===== config.mk =====
export PLATFORM = sky130hd
export DESIGN_NAME = store_buffer
export DESIGN_NICKNAME = d
export VERILOG_FILES = /design/src/rtl/store_buffer_pkg.sv /design/src/rtl/store_buffer_match.sv /design/src/rtl/store_buffer.sv
export SDC_FILE = /design/constraint.sdc
export NUM_CORES = 1
export LEC_CHECK = 0
export CAP_MARGIN = 10
export CORE_MARGIN = 2
export CORE_UTILIZATION = 50
export DETAILED_ROUTE_END_ITERATION = 12
export DONT_BUFFER_PORTS = 1
export GPL_ROUTABILITY_DRIVEN = 1
export MAX_ROUTING_LAYER = met4
export PLACE_DENSITY = 0.74
export SETUP_SLACK_MARGIN = 0.4
export SYNTH_ARGS = -nofsm -noshare
export SYNTH_HDL_FRONTEND = slang
export SYNTH_SLANG_ARGS = --single-unit
export TNS_END_PERCENT = 50

===== constraint.sdc =====
create_clock -name clk -period 6.91 [get_ports clk]
set_clock_uncertainty 0.15 [all_clocks]
set_input_delay 1.0365 -clock clk [delete_from_list [all_inputs] [get_ports clk]]
set_output_delay 1.0365 -clock clk [all_outputs]
set_load 0.05 [all_outputs]

===== src/rtl/store_buffer_pkg.sv =====
// Shared defaults and types for the posted-write store buffer.
package store_buffer_pkg;
   localparam int SB_DEPTH = 4;
   localparam int SB_AW    = 16;
   localparam int SB_DW    = 16;
   localparam int SB_PTR_W = $clog2(SB_DEPTH);

   typedef struct packed {
      logic [SB_AW-1:0] addr;
      logic [SB_DW-1:0] data;
   } sb_entry_t;
endpackage


===== src/rtl/store_buffer_match.sv =====
// Youngest-match search over buffered store addresses, ordered by age from head.
module store_buffer_match
   import store_buffer_pkg::*;
#(
   parameter int DEPTH = SB_DEPTH,
   parameter int AW    = SB_AW,
   parameter int PW    = SB_PTR_W
) (
   input  logic [DEPTH-1:0][AW-1:0] addrs,
   input  logic [DEPTH-1:0]         valid,
   input  logic [PW-1:0]            head,
   input  logic [AW-1:0]            query,
   output logic                     hit,
   output logic [PW-1:0]            idx
);

   // Walk oldest to youngest so the last match seen is the youngest one.
   always_comb begin
      logic [PW-1:0] p;
      hit = 1'b0;
      idx = head;
      p   = head;
      for (int k = 0; k < DEPTH; k++) begin
         p = head + PW'(k);
         if (valid[p] && (addrs[p] == query)) begin
            hit = 1'b1;
            idx = p;
         end
      end
   end

endmodule


===== src/rtl/store_buffer.sv =====
// Posted-write store buffer: FIFO of stores draining to data memory, with load forwarding.
module store_buffer
   import store_buffer_pkg::*;
#(
   parameter int DEPTH = SB_DEPTH,
   parameter int AW    = SB_AW,
   parameter int DW    = SB_DW
) (
   input  logic          clk,
   input  logic          rst_n,
   input  logic          cpu_we,
   input  logic          cpu_re,
   input  logic [AW-1:0] cpu_addr,
   input  logic [DW-1:0] cpu_wdata,
   output logic [DW-1:0] cpu_rdata,
   output logic          stall,
   input  logic          flush,
   output logic          flush_done,
   output logic [AW-1:0] mem_addr,
   output logic [DW-1:0] mem_wdata,
   output logic          mem_we,
   input  logic          mem_ready,
   input  logic [DW-1:0] mem_rdata
);

   localparam int PW = $clog2(DEPTH);

   logic [DEPTH-1:0][AW-1:0] addr_q;
   logic [DW-1:0]            data_q [DEPTH];
   logic [PW-1:0]            head;
   logic [PW-1:0]            tail;
   logic [PW:0]              count;
   logic [DEPTH-1:0]         valid;
   logic                     hit;
   logic [PW-1:0]            hit_idx;
   logic                     empty;
   logic                     full;
   logic                     push;
   logic                     pop;

   assign empty      = (count == '0);
   assign full       = (count == (PW+1)'(DEPTH));
   assign mem_we     = !cpu_re && !empty;
   assign mem_addr   = cpu_re ? cpu_addr : (empty ? '0 : addr_q[head]);
   assign mem_wdata  = empty ? '0 : data_q[head];
   assign pop        = mem_we && mem_ready;
   assign stall      = cpu_we && full && !pop;
   assign push       = cpu_we && !stall && !flush;
   assign flush_done = flush && empty;

   // An entry is live when its distance from head is below count.
   always_comb begin
      logic [PW-1:0] age;
      valid = '0;
      age   = '0;
      for (int i = 0; i < DEPTH; i++) begin
         age      = PW'(i) - head;
         valid[i] = ({1'b0, age} < count);
      end
   end

   store_buffer_match #(
      .DEPTH (DEPTH),
      .AW    (AW),
      .PW    (PW)
   ) u_match (
      .addrs (addr_q),
      .valid (valid),
      .head  (head),
      .query (cpu_addr),
      .hit   (hit),
      .idx   (hit_idx)
   );

   assign cpu_rdata = hit ? data_q[hit_idx] : mem_rdata;

   always_ff @(posedge clk or negedge rst_n) begin
      if (!rst_n) begin
         head  <= '0;
         tail  <= '0;
         count <= '0;
      end else begin
         if (push) tail <= tail + 1'b1;
         if (pop)  head <= head + 1'b1;
         case ({push, pop})
            2'b10:   count <= count + 1'b1;
            2'b01:   count <= count - 1'b1;
            default: count <= count;
         endcase
      end
   end

   // Payload needs no reset; entries are only observed through count.
   always_ff @(posedge clk) begin
      if (push) begin
         addr_q[tail] <= cpu_addr;
         data_q[tail] <= cpu_wdata;
      end
   end

endmodule

==> impl_results.html <==
<table>
<tr><th>Metric</th><th>Value</th></tr>
<tr><th colspan="2">Run status</th></tr>
<tr><td>Status</td><td>finished clean</td></tr>
<tr><th colspan="2">Yosys</th></tr>
<tr><td>Average cell area after synthesis</td><td>between 15 and 20 um2</td></tr>
<tr><td>Nets in the synthesized netlist</td><td>~610</td></tr>
<tr><td>Post-synthesis cell type count</td><td>46</td></tr>
<tr><td>Seq cells post-synth</td><td>roughly 140</td></tr>
<tr><td>Number of synthesis warnings</td><td>0</td></tr>
<tr><td>Mapped cell area</td><td>8190 um2</td></tr>
<tr><td>Number of cells produced by synthesis</td><td>roughly 540</td></tr>
<tr><td>Part of the Yosys area used for sequential elements</td><td>49.1%</td></tr>
<tr><td>Main synth FF type</td><td>sky130_fd_sc_hd__edfxtp_1</td></tr>
<tr><td>Async SR Flop Fraction</td><td>5.19%</td></tr>
<tr><td>Number of flops mapped to enable cells by yosys</td><td>around 130</td></tr>
<tr><th colspan="2">Final layout</th></tr>
<tr><td>NumNets Final</td><td>610</td></tr>
<tr><td>Share of final-layout standard cells stronger than drive strength 1</td><td>26.8%</td></tr>
<tr><td>Synthesis-to-finish area growth</td><td>10.4%</td></tr>
<tr><td>Diodes inserted</td><td>0</td></tr>
<tr><td>Most frequent standard cell in the layout excluding fill and tap cells</td><td>sky130_fd_sc_hd__edfxtp_1</td></tr>
<tr><td>Non-filler instance count after layout</td><td>775</td></tr>
<tr><td>Highest-count cells in the layout ignoring fill and taps</td><td>128 x sky130_fd_sc_hd__edfxtp_1, 74 x sky130_fd_sc_hd__mux4_2, 47 x sky130_fd_sc_hd__mux2i_1, 47 x sky130_fd_sc_hd__xnor2_1, 31 x sky130_fd_sc_hd__buf_4</td></tr>
<tr><td>Fill cells</td><td>1240</td></tr>
<tr><td>Post-layout util</td><td>56.7%</td></tr>
<tr><th colspan="2">GRT</th></tr>
<tr><td>Number of global-route vias before repair</td><td>5164</td></tr>
<tr><td>Largest net degree at the start of global routing</td><td>63</td></tr>
<tr><td>GRT overflow</td><td>0</td></tr>
<tr><td>All-layer global routing usage</td><td>23.2%</td></tr>
<tr><td>Number of antenna violations at the first check in global routing</td><td>0</td></tr>
<tr><td>Wire length of the first global-routing pass</td><td>between 20000 and 30000 um</td></tr>
<tr><th colspan="2">Clocking</th></tr>
<tr><td>Clock insertion delay at the later pin of the skew report</td><td>about 0.42 ns</td></tr>
<tr><td>Clock sink total</td><td>135</td></tr>
<tr><td>Library cell used as clock root buffer</td><td>sky130_fd_sc_hd__clkbuf_16</td></tr>
<tr><td>CTS tree</td><td>built</td></tr>
<tr><td>Clk buf depth</td><td>2</td></tr>
<tr><td>Clock transition at the registers of the reported paths</td><td>0.06 ns</td></tr>
<tr><td>Maximum level of the CTS H-tree</td><td>4</td></tr>
<tr><td>Clock buffers created by TritonCTS</td><td>17</td></tr>
<tr><th colspan="2">Critical path</th></tr>
<tr><td>Arrival time at the worst endpoint</td><td>between 4 and 5 ns</td></tr>
<tr><td>Kind of start point of the critical path</td><td>register</td></tr>
<tr><td>Critical path data required time</td><td>5.72 ns</td></tr>
<tr><td>Critical path fanouts, max</td><td>32</td></tr>
<tr><td>Critical path start-end classification</td><td>reg -&gt; out</td></tr>
<tr><td>Kind of end point of the critical path</td><td>primary output</td></tr>
<tr><th colspan="2">Floorplanning</th></tr>
<tr><td>DIE HEIGHT</td><td>132 um</td></tr>
<tr><td>Core footprint</td><td>between 15000 and 20000 um2</td></tr>
<tr><td>Core Rows</td><td>46</td></tr>
<tr><td>DIE WIDTH</td><td>between 100 and 150 um</td></tr>
<tr><td>Die area</td><td>17400 um2</td></tr>
<tr><td>Top-level port count</td><td>105</td></tr>
<tr><td>Starting Density</td><td>51.4%</td></tr>
<tr><th colspan="2">Detailed routing</th></tr>
<tr><td>WL final</td><td>19200 um</td></tr>
<tr><td>Total number of vias</td><td>4955</td></tr>
<tr><td>1st-pass router iterations</td><td>5</td></tr>
<tr><td>Per-cell via count in the routed design</td><td>6.39</td></tr>
<tr><td>Post-route ant nets</td><td>0</td></tr>
<tr><td>Iteration-0 DRC Markers</td><td>406</td></tr>
<tr><td>Routed len/inst</td><td>between 20 and 25 um</td></tr>
<tr><td>Post-route DRC</td><td>0</td></tr>
<tr><th colspan="2">STA</th></tr>
<tr><td>Worst setup margin</td><td>0.899 ns</td></tr>
<tr><td>Final period util</td><td>87.0%</td></tr>
<tr><td>Shortest period the worst path allows</td><td>~6 ns</td></tr>
<tr><td>F_max</td><td>between 150 and 200 MHz</td></tr>
<tr><td>Number of setup violations in the final report</td><td>0</td></tr>
<tr><td>Slew at the pin with the worst max-slew slack</td><td>1.03 ns</td></tr>
<tr><td>Max-slew violations</td><td>0</td></tr>
<tr><td>Setup repair after global routing missed its margin</td><td>no</td></tr>
<tr><td>Worst max-slew margin expressed relative to the limit</td><td>31.2%</td></tr>
<tr><td>Total Neg Setup Slack</td><td>0 ns</td></tr>
<tr><td>Hold violation count in the final report</td><td>0</td></tr>
<tr><th colspan="2">Pwr</th></tr>
<tr><td>Leakage</td><td>3.13 nW</td></tr>
<tr><td>Power density over the cells</td><td>around 450 nW/um2</td></tr>
<tr><td>Total power after layout</td><td>around 0.0041 W</td></tr>
<tr><td>Worst-case vdd ir drop</td><td>between 0.2 and 0.25 mV</td></tr>
<tr><th colspan="2">Placement</th></tr>
<tr><td>Pre-CTS worst setup slack</td><td>1.21 ns</td></tr>
<tr><td>Number of placed instances with taps included</td><td>741</td></tr>
<tr><td>Routability congestion estimate from global placement</td><td>around 0.83</td></tr>
<tr><td># port buffers</td><td>0</td></tr>
<tr><td>Half-perimeter wire length after placement</td><td>12500 um</td></tr>
<tr><th colspan="2">Min path</th></tr>
<tr><td>Type of the most critical hold path</td><td>in -&gt; async</td></tr>
<tr><th colspan="2">Job</th></tr>
<tr><td>Max Cap Violations</td><td>0</td></tr>
</table>
area by class of cell:
type,count,area [um2],area share [%]
well taps,216,270,2.99
clock buffers,17,425,4.70
repair buffers,33,273,3.02
clock inverters,15,140,1.55
flip-flops and latches,135,4030,44.5
inverters,11,41.3,0.457
multi-input cells,348,3870,42.8
cells in the mapped netlist (2+ instances only):
master	instances	area, um2
sky130_fd_sc_hd__nand2_1	26	97.6
sky130_fd_sc_hd__edfxtp_1	128	3840
sky130_fd_sc_hd__a22o_1	16	140
sky130_fd_sc_hd__nor3b_1	2	15.0
sky130_fd_sc_hd__a31oi_1	2	12.5
sky130_fd_sc_hd__ha_1	9	113
sky130_fd_sc_hd__buf_4	5	37.5
sky130_fd_sc_hd__buf_6	11	124
sky130_fd_sc_hd__dfrtp_1	7	175
sky130_fd_sc_hd__buf_1	7	26.3
sky130_fd_sc_hd__and2_1	6	37.5
sky130_fd_sc_hd__nand4_1	10	62.6
sky130_fd_sc_hd__nor4_1	3	18.8
sky130_fd_sc_hd__xor2_1	26	228
sky130_fd_sc_hd__clkbuf_1	18	67.6
sky130_fd_sc_hd__nor2_1	16	60.1
sky130_fd_sc_hd__mux4_2	74	1670
sky130_fd_sc_hd__nor3_1	6	30.0
sky130_fd_sc_hd__buf_2	7	35.0
sky130_fd_sc_hd__xnor2_1	47	412
sky130_fd_sc_hd__nor2b_1	16	100
sky130_fd_sc_hd__o221ai_1	16	140
sky130_fd_sc_hd__a211oi_1	2	15.0
sky130_fd_sc_hd__o21ai_0	5	25.0
sky130_fd_sc_hd__mux2i_1	47	470
sky130_fd_sc_hd__inv_1	10	37.5
where the power goes:
part / leakage (nW) / internal [W] / switching, W
logic: 1.61 / 0.000852 / 0.00121
clock network: 0.276 / 0.000501 / 0.000366
registers: 1.24 / 0.00101 / 0.000143
total: 3.13 / 0.00236 / 0.00172
critical path, stage by stage (launching register included):
cell and delay (ns):
sky130_fd_sc_hd__dfrtp_4 0.68, sky130_fd_sc_hd__buf_4 0.36, sky130_fd_sc_hd__inv_1 0.13, sky130_fd_sc_hd__ha_1 0.35, sky130_fd_sc_hd__nor3b_1 0.21, sky130_fd_sc_hd__a211oi_1 0.11
sky130_fd_sc_hd__mux2i_1 0.26, sky130_fd_sc_hd__nand4_1 0.17, sky130_fd_sc_hd__nor4_1 0.57, sky130_fd_sc_hd__o21ai_1 0.21, sky130_fd_sc_hd__o211ai_4 0.11, sky130_fd_sc_hd__buf_4 0.49
sky130_fd_sc_hd__mux2i_1 0.30, sky130_fd_sc_hd__o221ai_1 0.19, sky130_fd_sc_hd__buf_4 0.23
repair_timing:
| item | in CTS | in global routing |
|---|---|---|
| hold buffers | 0 | 0 |
| resized for setup | 0 | 0 |
| buffers inserted | 0 | 2 |
| endpoints found under the setup margin | 0 | 16 |
worst paths after layout:
check | from | end | slack, ns | cells past startpoint
setup / recovery | head[1] | cpu_rdata[13] | 0.90 | 14
hold reg to reg | count[1] | count[1] | 0.40 | 2
min in group clk | count[1] | count[1] | 0.40 | 2
setup reg to reg | count[2] | addr_q[8] | 3.28 | 8
hold / removal | rst_n | tail[1] | 0.15 | 0
max in group asynchronous | rst_n | head[0] | 6.38 | 0
kinds of logic (layout without fill, tap and decap cells):
| family | after synthesis | in the layout | share of synthesized area, % |
|---|---|---|---|
| xor+xnor | 73 | 73 | 7.80 |
| compound gates | 53 | 53 | 5.56 |
| simple gates | 91 | 91 | 5.83 |
| mux | 121 | 121 | 26.1 |
| buf+inv | 59 | 76 | 4.05 |
| flops | 135 | 135 | 49.1 |
| fa+ha+maj | 10 | 10 | 1.62 |
sequential cells by signal, summed over array words and instances (netlist names):
signal	cells
data_q	64
head	2
addr_q	64
count	3
tail	2
per-layer routing:
| layer | routed length [um] | up-vias | global-route usage [%] |
|---|---|---|---|
| met4 | 211 | 0 | 6.28 |
| met5 | 0 | - | - |
| met1 | 7550 | 2532 | 28.7 |
| li1 | - | 2165 | - |
| met3 | 1600 | 19 | 6.88 |
| met2 | 9820 | 239 | 37.4 |
metrics by stage:
stage	hold WS (ns)	instance area, um2
2_1_floorplan	0.343	8190
3_3_place_gp	0.388	8440
3_5_place_dp	0.387	8440
4_1_cts	0.135	9000
5_1_grt	0.127	9040
6_report	0.152	9040
Note: power is estimated with default switching activity, not from simulation.
